## src/rtl/iob_run_expander_pkg.sv

```systemverilog
// Shared types and sizing helpers for the run-length expander.
package iob_run_expander_pkg;

  // Control states of the expander
  typedef enum logic [1:0] {
    ST_IDLE  = 2'd0,
    ST_FILL  = 2'd1,
    ST_FLUSH = 2'd2
  } state_t;

  // Default word width and the matching fill pointer width (must hold 0..N)
  localparam int DEFAULT_N = 21;
  localparam int FILL_W    = $clog2(DEFAULT_N) + 1;

  // Fill pointer width for an arbitrary word width
  function automatic int fill_width(input int n);
    return $clog2(n) + 1;
  endfunction

endpackage

```

## src/rtl/iob_run_mask.sv

```systemverilog
// Combinational bit-range mask: ones in [fill, fill+chunk), zeros elsewhere.
// fill + chunk never exceeds N, so no set bits fall off the top.
module iob_run_mask
  import iob_run_expander_pkg::*;
#(
  parameter int N  = 21,
  parameter int FW = fill_width(N)
) (
  input  logic [FW-1:0] fill,
  input  logic [FW-1:0] chunk,
  output logic [N-1:0]  mask
);

  // chunk low ones, shifted up to the fill position
  assign mask = (~({N{1'b1}} << chunk)) << fill;

endmodule

```

## src/rtl/iob_run_expander.sv

```systemverilog
// Run-length expander: turns {symbol, length} runs into N-bit words packed
// LSB-first, with an explicit flush to emit a padded partial word.
// Optional feature macro: IOB_RUN_EXPANDER_CNT_EN adds word_cnt_o, the
// number of non-pad bits in word_o.
module iob_run_expander
  import iob_run_expander_pkg::*;
#(
  parameter int   N     = 21,
  parameter int   LEN_W = 8,
  parameter logic PAD   = 1'b0
) (
  input  logic             clk_i,
  input  logic             arst_n_i,
  input  logic             cke_i,
  input  logic             run_valid_i,
  output logic             run_ready_o,
  input  logic             run_symbol_i,
  input  logic [LEN_W-1:0] run_len_i,
  input  logic             flush_i,
  output logic             word_valid_o,
  input  logic             word_ready_i,
`ifdef IOB_RUN_EXPANDER_CNT_EN
  output logic [$clog2(N):0] word_cnt_o,
`endif
  output logic [N-1:0]     word_o
);

  localparam int            FW   = fill_width(N);
  localparam int            CW   = (LEN_W > FW) ? LEN_W : FW;
  localparam logic [FW-1:0] FULL = FW'(N);

  state_t           state_q;
  logic [N-1:0]     asm_q;
  logic [FW-1:0]    fill_q;
  logic [LEN_W-1:0] rem_q;
  logic             sym_q;
  logic             flush_q;
  logic [N-1:0]     word_q;
  logic             word_valid_q;
`ifdef IOB_RUN_EXPANDER_CNT_EN
  logic [FW-1:0]    cnt_q;
`endif

  logic             full;
  logic             out_free;
  logic             flush_xfer;
  logic             do_xfer;
  logic             do_chunk;
  logic [FW-1:0]    eff_fill;
  logic [FW-1:0]    room;
  logic [CW-1:0]    rem_x;
  logic [CW-1:0]    room_x;
  logic [FW-1:0]    chunk;
  logic [FW-1:0]    fill_next;
  logic [LEN_W-1:0] rem_next;
  logic [N-1:0]     asm_base;
  logic [N-1:0]     asm_next;
  logic [N-1:0]     xfer_word;
  logic [N-1:0]     chunk_mask;
  logic [N-1:0]     valid_mask;

  // New runs only while the assembly has room and no flush is waiting
  assign run_ready_o  = (state_q == ST_IDLE) && (fill_q != FULL) && !flush_q;
  assign word_valid_o = word_valid_q;
  assign word_o       = word_q;
`ifdef IOB_RUN_EXPANDER_CNT_EN
  assign word_cnt_o   = cnt_q;
`endif

  // Bits to set for the current chunk
  iob_run_mask #(.N(N), .FW(FW)) u_chunk_mask (
    .fill  (eff_fill),
    .chunk (chunk),
    .mask  (chunk_mask)
  );

  // Bits of the assembly that hold real data (the rest become PAD)
  iob_run_mask #(.N(N), .FW(FW)) u_valid_mask (
    .fill  ({FW{1'b0}}),
    .chunk (fill_q),
    .mask  (valid_mask)
  );

  // Transfer decision and chunk arithmetic; a transfer frees the assembly in
  // the same cycle so a long run keeps writing and yields one word per cycle
  always_comb begin
    full       = (fill_q == FULL);
    out_free   = !word_valid_q || word_ready_i;
    flush_xfer = (state_q == ST_FLUSH) && (fill_q != '0);
    do_xfer    = out_free && (full || flush_xfer);
    eff_fill   = do_xfer ? '0 : fill_q;
    room       = FULL - eff_fill;
    rem_x      = CW'(rem_q);
    room_x     = CW'(room);
    chunk      = (rem_x < room_x) ? FW'(rem_x) : room;
    do_chunk   = (state_q == ST_FILL) && (eff_fill != FULL);
    asm_base   = do_xfer ? '0 : asm_q;
    asm_next   = (do_chunk && sym_q) ? (asm_base | chunk_mask) : asm_base;
    fill_next  = do_chunk ? (eff_fill + chunk) : eff_fill;
    rem_next   = rem_q - LEN_W'(chunk);
    xfer_word  = PAD ? (asm_q | ~valid_mask) : (asm_q & valid_mask);
  end

  // Control FSM, assembly register and registered output word
  always_ff @(posedge clk_i or negedge arst_n_i) begin
    if (!arst_n_i) begin
      state_q      <= ST_IDLE;
      asm_q        <= '0;
      fill_q       <= '0;
      rem_q        <= '0;
      sym_q        <= 1'b0;
      flush_q      <= 1'b0;
      word_q       <= '0;
      word_valid_q <= 1'b0;
`ifdef IOB_RUN_EXPANDER_CNT_EN
      cnt_q        <= '0;
`endif
    end else if (cke_i) begin
      asm_q  <= asm_next;
      fill_q <= fill_next;
      if (flush_i) begin
        flush_q <= 1'b1;
      end
      if (do_xfer) begin
        word_q       <= xfer_word;
        word_valid_q <= 1'b1;
`ifdef IOB_RUN_EXPANDER_CNT_EN
        cnt_q        <= fill_q;
`endif
      end else if (word_ready_i) begin
        word_valid_q <= 1'b0;
      end
      case (state_q)
        ST_IDLE: begin
          if (run_valid_i && run_ready_o) begin
            sym_q <= run_symbol_i;
            rem_q <= run_len_i;
            if (run_len_i != '0) begin
              state_q <= ST_FILL;
            end
          end else if (flush_q && (rem_q == '0)) begin
            state_q <= ST_FLUSH;
          end
        end
        ST_FILL: begin
          if (do_chunk) begin
            rem_q <= rem_next;
            if (rem_next == '0) begin
              state_q <= ST_IDLE;
            end
          end
        end
        ST_FLUSH: begin
          if ((fill_q == '0) || do_xfer) begin
            state_q <= ST_IDLE;
            flush_q <= flush_i;
          end
        end
        default: state_q <= ST_IDLE;
      endcase
    end
  end

endmodule

```

## config.mk

```make
export PLATFORM = sky130hd
export DESIGN_NAME = iob_run_expander
export DESIGN_NICKNAME = d
export VERILOG_FILES = /design/src/rtl/iob_run_expander_pkg.sv /design/src/rtl/iob_run_mask.sv /design/src/rtl/iob_run_expander.sv
export SDC_FILE = /design/constraint.sdc
export NUM_CORES = 1
export LEC_CHECK = 0
export ABC_AREA = 0
export BUFFER_PORTS_ARGS = -buffer_cell sky130_fd_sc_hd__buf_2
export CORE_ASPECT_RATIO = 0.75
export CORE_MARGIN = 2
export CORE_UTILIZATION = 40
export DETAILED_ROUTE_END_ITERATION = 8
export PLACE_DENSITY_LB_ADDON = 0.2
export SLEW_MARGIN = 10
export SYNTH_ARGS = -nofsm -noshare
export SYNTH_HDL_FRONTEND = slang
export SYNTH_SLANG_ARGS = --single-unit
```

## constraint.sdc

```tcl
create_clock -name clk_i -period 6.6 [get_ports clk_i]
set_input_delay 1.98 -clock clk_i [delete_from_list [all_inputs] [get_ports clk_i]]
set_output_delay 1.98 -clock clk_i [all_outputs]
set_load 0.01 [all_outputs]
```

==> reports/results.tsv, run 1 <==
metric	value	unit
via_per_inst	6.49	
rsz0062_at_grt	false	
routed_wl	18300	um
synth_area_leaders	dfrtp_1 30%, o21ai_0 7.2%, nand2_1 6.9%, nor2_1 3.9%, a21oi_1 3.7%	
grt_max_degree	62	
cts_resized	0	
cp_max_fo	6	
hpwlAfterDp	13600	um
synth-edff-count	0	
reg2reg_slack	1.20	ns
cts_tree	done	
total_power	3.77	mW
cts_setup_buffers	0	
hold_end	word_o[2]	
async_flop_share	100	%
use_met3	7.66	%
htree_levels	3	
io_pins	38	
hold-path-cell-count	2	
coreArea	12300	um2
cts_hold_buffers	0	
finalSetupViolCount	0	
ys_warn_count	0	
worstReg2RegStart	fill_q[1]	
drc_errors	0	
antenna_found_initial	0	
relSlewSlack	43.5	%
grt_use_total	28.1	%
synth_most_common_cell	nand2_1	
dr.pass1.iters	5	
yosysTopAreaCell	dfrtp_1	
path_class	primary input to flop	
grt_pass1_wl	29400	um
die-area	13600	um2
min-delay-start	word_o[2]	
tns	0	ns
gp_congestion	0.979	
ys_types	82	
fillCellCount	1228	
start_kind	primary input	
use_met1	42.4	%
synth_cells	651	
max_freq	166	MHz
slew_violations	0	
use_met2	38.8	%
post-route-period-util	91.1	%
cts_made_buffers	9	
crit_top_cell	ha_1	
fin_skew	0.00807	ns
cp-startpoint	word_ready_i	
cap_violations	0	
grt_pass1_vias	5075	
drtIter0Drc	769	
cp_cell_sequence	buf_2 > nor2b_1 > a211oi_1 > nor3_1 > buf_4 > inv_1 > ha_1 > a211o_1 > a221oi_4 > a21oi_4 > a21oi_1 > ha_1 > inv_1 > ha_1 > a21o_1 > nor2_1 > o311a_1 > nor3b_1 > o21ai_1 > a31oi_2 > a31oi_1 > o22a_1	
die_h	101	um
hold_class	flop to flop	
wl_per_cell	21.7	um
required	6.82	ns
overflow	0	
rows	35	
cellPowerDensity	658	nW/um2
cts.path.max_buffers	2	
critPathCaptureType	flop	
avgSynthCellArea	7.78	um2
dr_total_vias	5492	
ir_drop	0.203	mV
die-width	134	um
ys_top_cells_by_count	93 x nand2_1, 73 x o21ai_0, 61 x dfrtp_1	
crit_arrival	6.24	ns
p_leak	2.43	nW
insertion_delay	0.34	ns
synth_flop_cell	dfrtp_1	
start_util	41.2	%
ys_seq_elements	61	
cpPeakStageDelay	0.35	ns
area_growth	12.9	%
reg2reg_depth	21	
cp_slowest_cell	a211o_1	
drive_gt1_share	15.3	%
multiInputGateArea	3250	um2
seq_area_frac_synth	30.1	%
hold_violations	0	
worstMarginPinSlew	0.846	ns
place.port_buffers	37	
netlist_area	5060	um2
ctsRootBufferMaster	clkbuf_16	
final_nets	700	
r2r-end	rem_q[6]	
outcome	finished clean	
regArea	1530	um2
synth_fp_nets	677	
clk_pin_slew	0.06	ns
synth_top_area_share	30.1	%
cts.sinks	61	
period_needed	6.01	ns
busiest_layer	met1	
final_antenna_net_count	0	
postLayoutCoreUtil	46.5	%
## report_power, final
group          internal (mW)  switching (mW)
logic                  0.894            1.67
registers              0.499           0.222
clock network          0.303           0.183
## per-stage QoR
step                area (um2)  instances  worst slack (ns)  hold WS [ns]
floorplan                 5070        651            0.0268         0.444
global placement          5410        829             0.522         0.458
detailed placement        5410        829             0.340         0.466
CTS                       5710        845             0.659         0.478
global route              5720        845             0.169         0.501
finish                    5720        846             0.588         0.472
## layout by cell type (no fill, tap or decap), types with 10 or more instances in the layout
cell and n:
a211oi_1 17, nand3_1 15, nand2_1 92, a31oi_1 16, nor2_1 52, ha_1 10
o21ai_0 73, o211ai_1 22, buf_2 37, buf_4 24, inv_1 18, dfrtp_1 61
a21oi_1 37, nor3_1 22, a21o_1 10
## worst max path at each step
stage                     cells after the start        to
after global routing                         22  rem_q[6]
after detailed placement                     22  rem_q[6]
after global placement                       22  rem_q[6]
final                                        22  rem_q[6]
after floorplan                              27  rem_q[6]
after CTS                                    22  rem_q[6]
## worst max-delay path: cells and delay by family
family                     cells  cell delay (ns)
AOI/OAI and AO/OA             11             2.15
and+or+nand+nor                4             0.80
adders and majority gates      3             0.81
buffers and inverters          4             0.46
## cells by family (layout without fill, tap and decap cells)
family	Yosys count	after routing	share of synthesized area, %
simple gates	226	226	20.3
compound gates	257	257	35.2
fa+ha+maj	14	14	3.46
other cells	0	1	0
flops	61	61	30.1
mux	14	14	2.94
xor+xnor	12	12	2.08
buf+inv	67	95	5.98
## area by class of cell
cell class                 count  share of cell area, %
multi-input combinational    523                   56.8
sequential                    61                   26.7
timing repair buffer          61                   6.39
clock buffer                  11                   4.24
tap                          166                   3.63
inverter                      18                   1.18
clock inverter                 5                   1.03
antenna                        1                 0.0437
## routing by layer
metal | routed length, um | part of all wire, %
met2 | 7290 | 40
met1 | 8430 | 46
met4 | 326 | 1.8
met3 | 2300 | 13
met5 | 0 | 0
## sequential cells by signal, indices dropped and copies added, names as in the netlist
signal and flops:
word_valid_o 1, flush_q 1, state_q 2, rem_q 8, asm_q 21, fill_q 6
word_o 21, sym_q 1
(Power assumes the default switching activity.)
==> run 2: changes to the inputs <==
--- a/config.mk
+++ b/config.mk
@@ -15,4 +15,5 @@
 export SLEW_MARGIN = 10
 export SYNTH_ARGS = -nofsm -noshare
 export SYNTH_HDL_FRONTEND = slang
+export SYNTH_HIERARCHICAL = 1
 export SYNTH_SLANG_ARGS = --single-unit
==> run 2 against run 1 <==
Net effect:
- die area grew 19%
- wire length grew 0.94%
- sequential share of layout area shrank 4.0 points
- first-iteration DRC count shrank 23%
- cell area grew 18%
- clock skew grew 0.0042 ns
- synthesized area grew 20%
- global-route usage shrank 5.3 points
- critical path depth grew 1
==> reports/results.tsv, run 2 <==
metric	value	unit	change
outcome	finished clean		
drive_gt1_share	16.9	%	+1.5 points
fin_skew	0.0123	ns	+0.00424 ns
hpwlAfterDp	13700	um	+0.92%
worstReg2RegStart	fill_q[1]		
grt_pass1_wl	30300	um	+3.1%
ys_seq_elements	61		unchanged
cts_hold_buffers	0		unchanged
period_needed	6.33	ns	+0.315 ns
dr.pass1.iters	5		unchanged
die-area	16200	um2	+19%
cts.path.max_buffers	2		unchanged
dr_total_vias	6172		+12%
cap_violations	0		unchanged
fillCellCount	1527		+24%
max_freq	158	MHz	-5.0%
critPathCaptureType	flop		
overflow	0		unchanged
final_nets	833		+19%
synth_cells	786		+21%
ir_drop	0.197	mV	-2.9%
synth_most_common_cell	nand2_1		
area_growth	10.6	%	
start_kind	primary input		
worstMarginPinSlew	1.06	ns	+0.212 ns
grt_max_degree	65		+4.8%
gp_congestion	0.934		-4.7%
cellPowerDensity	621	nW/um2	-5.7%
cp_max_fo	5		-1
grt_use_total	22.9	%	-5.3 points
path_class	primary input to flop		
tns	0	ns	unchanged
yosysTopAreaCell	dfrtp_1		
htree_levels	3		unchanged
insertion_delay	0.33	ns	about the same
postLayoutCoreUtil	44.8	%	-1.7 points
async_flop_share	100	%	unchanged
cts_setup_buffers	0		unchanged
final_cell_mix	103 x nand2_1, 61 x dfrtp_1, 60 x nor2_1		
rsz0062_at_grt	false		
routed_wl	18500	um	+0.94%
drc_errors	0		unchanged
ys_types	85		+3.7%
die_h	111	um	+9.2%
hold_class	flop to flop		
start_util	40.5	%	-0.67 points
ys_warn_count	6		+6
synth_area_leaders	dfrtp_1 25%, nand2_1 6.4%, a21oi_1 4.8%, o21ai_0 3.9%, nor2_1 3.7%		
wl_per_cell	18.2	um	-16%
rows	39		+11%
post-route-period-util	95.9	%	+4.8 points
cp-startpoint	word_ready_i		
via_per_inst	6.06		-6.6%
place.port_buffers	37		unchanged
ys_top_cells_by_count	104 x nand2_1, 61 x dfrtp_1, 60 x nor2_1		
cts_tree	done		
p_leak	2.81	nW	+16%
crit_arrival	6.54	ns	+0.30 ns
synth-edff-count	0		unchanged
hold_violations	0		unchanged
netlist_area	6090	um2	+20%
slew_violations	0		unchanged
min-delay-start	word_o[15]		
cts_made_buffers	9		unchanged
required	6.82	ns	about the same
antenna_found_initial	0		unchanged
grt_pass1_vias	5532		+9.0%
seq_area_frac_synth	25.1	%	-5.1 points
num_antenna_cells	0		-1
io_pins	38		unchanged
clk_pin_slew	0.06	ns	about the same
cts_resized	0		unchanged
relSlewSlack	29.2	%	-14 points
synth_flop_cell	dfrtp_1		
synth_top_area_share	25.1	%	-5.1 points
finalSetupViolCount	0		unchanged
drtIter0Drc	595		-23%
ctsRootBufferMaster	clkbuf_16		
avgSynthCellArea	7.74	um2	-0.48%
cts.sinks	61		unchanged
final_common_cell	nand2_1		
final_antenna_net_count	0		unchanged
die-width	146	um	+9.3%
coreArea	15000	um2	+22%
-- run 2: final timing paths --
path / to / cells past startpoint / slack (ns)
max reg2reg: rem_q[6] / 22 / 1.04
min in group asynchronous: state_q[0] / 2 / 1.81
min: word_o[15] / 2 / 0.47
max: rem_q[6] / 23 / 0.27
min reg2reg: word_o[15] / 2 / 0.47
max in group asynchronous: word_o[11] / 2 / 4.25
-- run 2: critical path, cell delays in order --
cell and delay (ns):
buf_2 0.12, or2b_1 0.23, and4_4 0.19, a211o_1 0.29, ha_1 0.31, a2111o_1 0.43
or3_1 0.33, a31oi_2 0.21, o221ai_4 0.17, o21bai_4 0.22, nand2_1 0.09, o21ai_2 0.07
ha_2 0.19, inv_1 0.06, ha_1 0.22, a21o_1 0.20, a211o_1 0.27, nand2_1 0.10
nor4_1 0.09, a31o_2 0.25, a21oi_2 0.18, a31oi_1 0.13, o22a_1 0.20
-- run 2: layout make-up --
cell class | instances | area [um2] | share of cell area (%)
Sequential cell | 61 | 1530 | 22.7
Inverter | 22 | 82.6 | 1.23
Clock buffer | 12 | 267 | 3.96
Multi-Input combinational cell | 647 | 4150 | 61.6
Timing Repair Buffer | 68 | 430 | 6.40
Tap cell | 205 | 256 | 3.81
Clock inverter | 3 | 20.0 | 0.297
-- run 2: metrics by stage --
step                      instance area, um2  hold slack, ns  power [mW]  setup WS (ns)  std cells
after floorplan                         6160           0.471        2.94         0.0133        800
after global placement                  6440           0.458        3.62          0.128       1003
after detailed placement                6440           0.466        3.65        0.00353       1003
after CTS                               6730           0.478        4.11          0.337       1018
after global routing                    6730           0.501        4.51         0.0560       1018
final                                   6730           0.471        4.18          0.272       1018
-- run 2: where the power goes --
part	switching, mW	internal (mW)
Combinational	1.83	1.20
Sequential	0.201	0.493
Clock	0.169	0.282
-- run 2: metal layers --
metal,vias to the layer above,global-route usage [%],routed length [um]
li1,2975,-,-
met1,2960,35.4,9250
met2,220,33.7,8030
met3,17,2.80,1030
met4,0,5.31,204
met5,-,0,0
-- run 2: kinds of logic after synthesis --
logic type,count (synthesis),share of synthesized area (%)
AO/OA/AOI/OAI,307,36.9
AND/OR/NAND/NOR,289,23.8
buffers and inverters,92,8.06
flip-flops,61,25.1
adder cells (fa/ha/maj),14,2.75
XOR/XNOR,14,2.01
multiplexers,8,1.36
other,1,0.0616
==> run 3: changes to the inputs <==
--- a/config.mk
+++ b/config.mk
@@ -8,7 +8,6 @@
 export ABC_AREA = 0
 export BUFFER_PORTS_ARGS = -buffer_cell sky130_fd_sc_hd__buf_2
 export CORE_ASPECT_RATIO = 0.75
-export CORE_MARGIN = 2
 export CORE_UTILIZATION = 40
 export DETAILED_ROUTE_END_ITERATION = 8
 export PLACE_DENSITY_LB_ADDON = 0.2
==> constraint.sdc (replaced) <==
create_clock -name clk_i -period 7 [get_ports clk_i]
set_input_delay 2.1 -clock clk_i [delete_from_list [all_inputs] [get_ports clk_i]]
set_output_delay 2.1 -clock clk_i [all_outputs]
set_load 0.01 [all_outputs]
==> run 3 against run 2 <==
Net effect:
- final cell count is 1.4% lower
- critical path depth stayed put
- sequential power is 3.9% lower
- sequential share of layout area is 0.29 points higher
- sequential cell count stayed put
- count of clock-buffer cells in the layout is 1 lower
- critical path type unchanged
==> reports/results.tsv, run 3 (synthesis gave the netlist of run 2 again) <==
metric	value	unit	change
rsz0062_at_grt	false		
die-area	15700	um2	-3.1%
dr.pass1.iters	5		unchanged
dr_total_vias	6215		+0.70%
cts.sinks	61		unchanged
cts_made_buffers	9		unchanged
die_h	109	um	-1.8%
ctsRootBufferMaster	clkbuf_16		
final_cell_mix	103 x nand2_1, 61 x dfrtp_1, 60 x nor2_1		
wl_per_cell	18.7	um	+2.6%
total_power	3.93	mW	-6.0%
start_kind	primary input		
fin_skew	0.00916	ns	-0.00315 ns
grt_pass1_vias	5548		+0.29%
hpwlAfterDp	13700	um	about the same
grt_max_degree	65		unchanged
post-place-cells	988		-1.5%
max_freq	149	MHz	
ir_drop	0.203	mV	+3.1%
post-route-period-util	96.1	%	
slew_violations	0		unchanged
fin_cells	1004		-1.4%
final_antenna_net_count	0		unchanged
outcome	finished clean		
cellPowerDensity	591	nW/um2	-4.8%
path_class	primary input to flop		
overflow	0		unchanged
fillCellCount	1531		+0.26%
final_common_cell	nand2_1		
critPathCaptureType	flop		
cp_max_fo	7		+2
via_per_inst	6.19		+2.1%
period_needed	6.73	ns	
area_growth	9.21	%	
reg2reg_slack	1.15	ns	+0.11 ns
relSlewSlack	29.1	%	-0.10 points
die-width	144	um	-1.4%
finalSetupViolCount	0		unchanged
io_pins	38		unchanged
htree_levels	3		unchanged
cap_violations	0		unchanged
place.port_buffers	37		unchanged
gp_congestion	0.942		+0.92%
clk_pin_slew	0.06	ns	about the same
tns	0	ns	unchanged
start_util	41.6	%	+1.1 points
antenna_found_initial	1		+1
routed_wl	18700	um	+1.2%
grt_use_total	24.8	%	+1.9 points
cts_hold_buffers	0		unchanged
worstMarginPinSlew	1.06	ns	+0.00155 ns
required	7.23	ns	+0.41 ns
drtIter0Drc	750		+26%
grt_pass1_wl	30300	um	-0.16%
drc_errors	0		unchanged
p_leak	2.77	nW	-1.6%
cts.path.max_buffers	2		unchanged
final_nets	823		-1.2%
hold_class	flop to flop		
coreArea	14600	um2	-2.6%
num_antenna_cells	0		unchanged
crit_arrival	6.95	ns	+0.41 ns
cts_tree	done		
insertion_delay	0.34	ns	about the same
rows	38		-2.6%
hold_violations	0		unchanged
drive_gt1_share	15.5	%	-1.3 points
-- run 3: layer usage --
layer | GRT usage (%) | wire, um | vias up
li1 | - | - | 2951
met1 | 38.3 | 9400 | 2935
met2 | 35.4 | 7820 | 305
met3 | 4.13 | 1310 | 24
met4 | 5.34 | 215 | 0
met5 | 0 | 0 | -
-- run 3: path summary, 6_finish.rpt --
path | start | end | cells past startpoint
worst max-delay path | word_ready_i | rem_q[6] | 23
worst min-delay path | word_o[13] | word_o[13] | 2
worst max register to register | fill_q[1] | rem_q[6] | 22
worst min register to register | word_o[13] | word_o[13] | 2
max in group asynchronous | arst_n_i | word_o[16] | 2
min in group asynchronous | arst_n_i | rem_q[1] | 2
-- run 3: cell type report --
cell class                      instances  area (um2)  area share, %
Multi-Input combinational cell        647        4140           62.3
Sequential cell                        61        1530           23.0
Timing Repair Buffer                   58         343           5.16
Tap cell                              200         250           3.77
Clock buffer                           11         243           3.65
Inverter                               22        82.6           1.24
Clock inverter                          5        58.8          0.885
-- run 3: power by group --
group          switching [mW]  internal [mW]
Clock                   0.174          0.286
Sequential              0.202          0.465
Combinational            1.73           1.08
Total                    2.10           1.83
-- run 3: what timing repair did --
item | CTS | global route
gates resized for setup | 0 | 3
buffers inserted | 0 | 0
endpoints found under the setup margin | 0 | 2
-- run 3: per-stage QoR --
| stage | instance area [um2] | util [%] | hold slack (ns) | setup WS (ns) |
|---|---|---|---|---|
| final | 6650 | 45.4 | 0.473 | 0.274 |
| after global routing | 6650 | 45.4 | 0.498 | 0.0444 |
| after CTS | 6630 | 45.3 | 0.479 | 0.300 |
| after detailed placement | 6330 | 43.2 | 0.467 | -0.0191 |
| after global placement | 6330 | 43.2 | 0.455 | 0.135 |
| after floorplan | 6140 | - | 0.471 | 0.0700 |
-- run 3: worst max-delay path, stage by stage --
cell	delay, ns
buf_2	0.12
or2b_1	0.27
and4_4	0.23
a211o_1	0.29
ha_1	0.31
a2111o_1	0.43
or3_1	0.31
a31oi_1	0.24
o221ai_4	0.17
o21bai_4	0.23
nand2_1	0.09
o21ai_1	0.13
ha_1	0.21
inv_1	0.07
ha_1	0.22
a21o_1	0.21
a211o_1	0.28
nand2_1	0.12
nor4_2	0.08
a31o_2	0.24
a21oi_1	0.26
a31oi_1	0.13
o22a_1	0.19
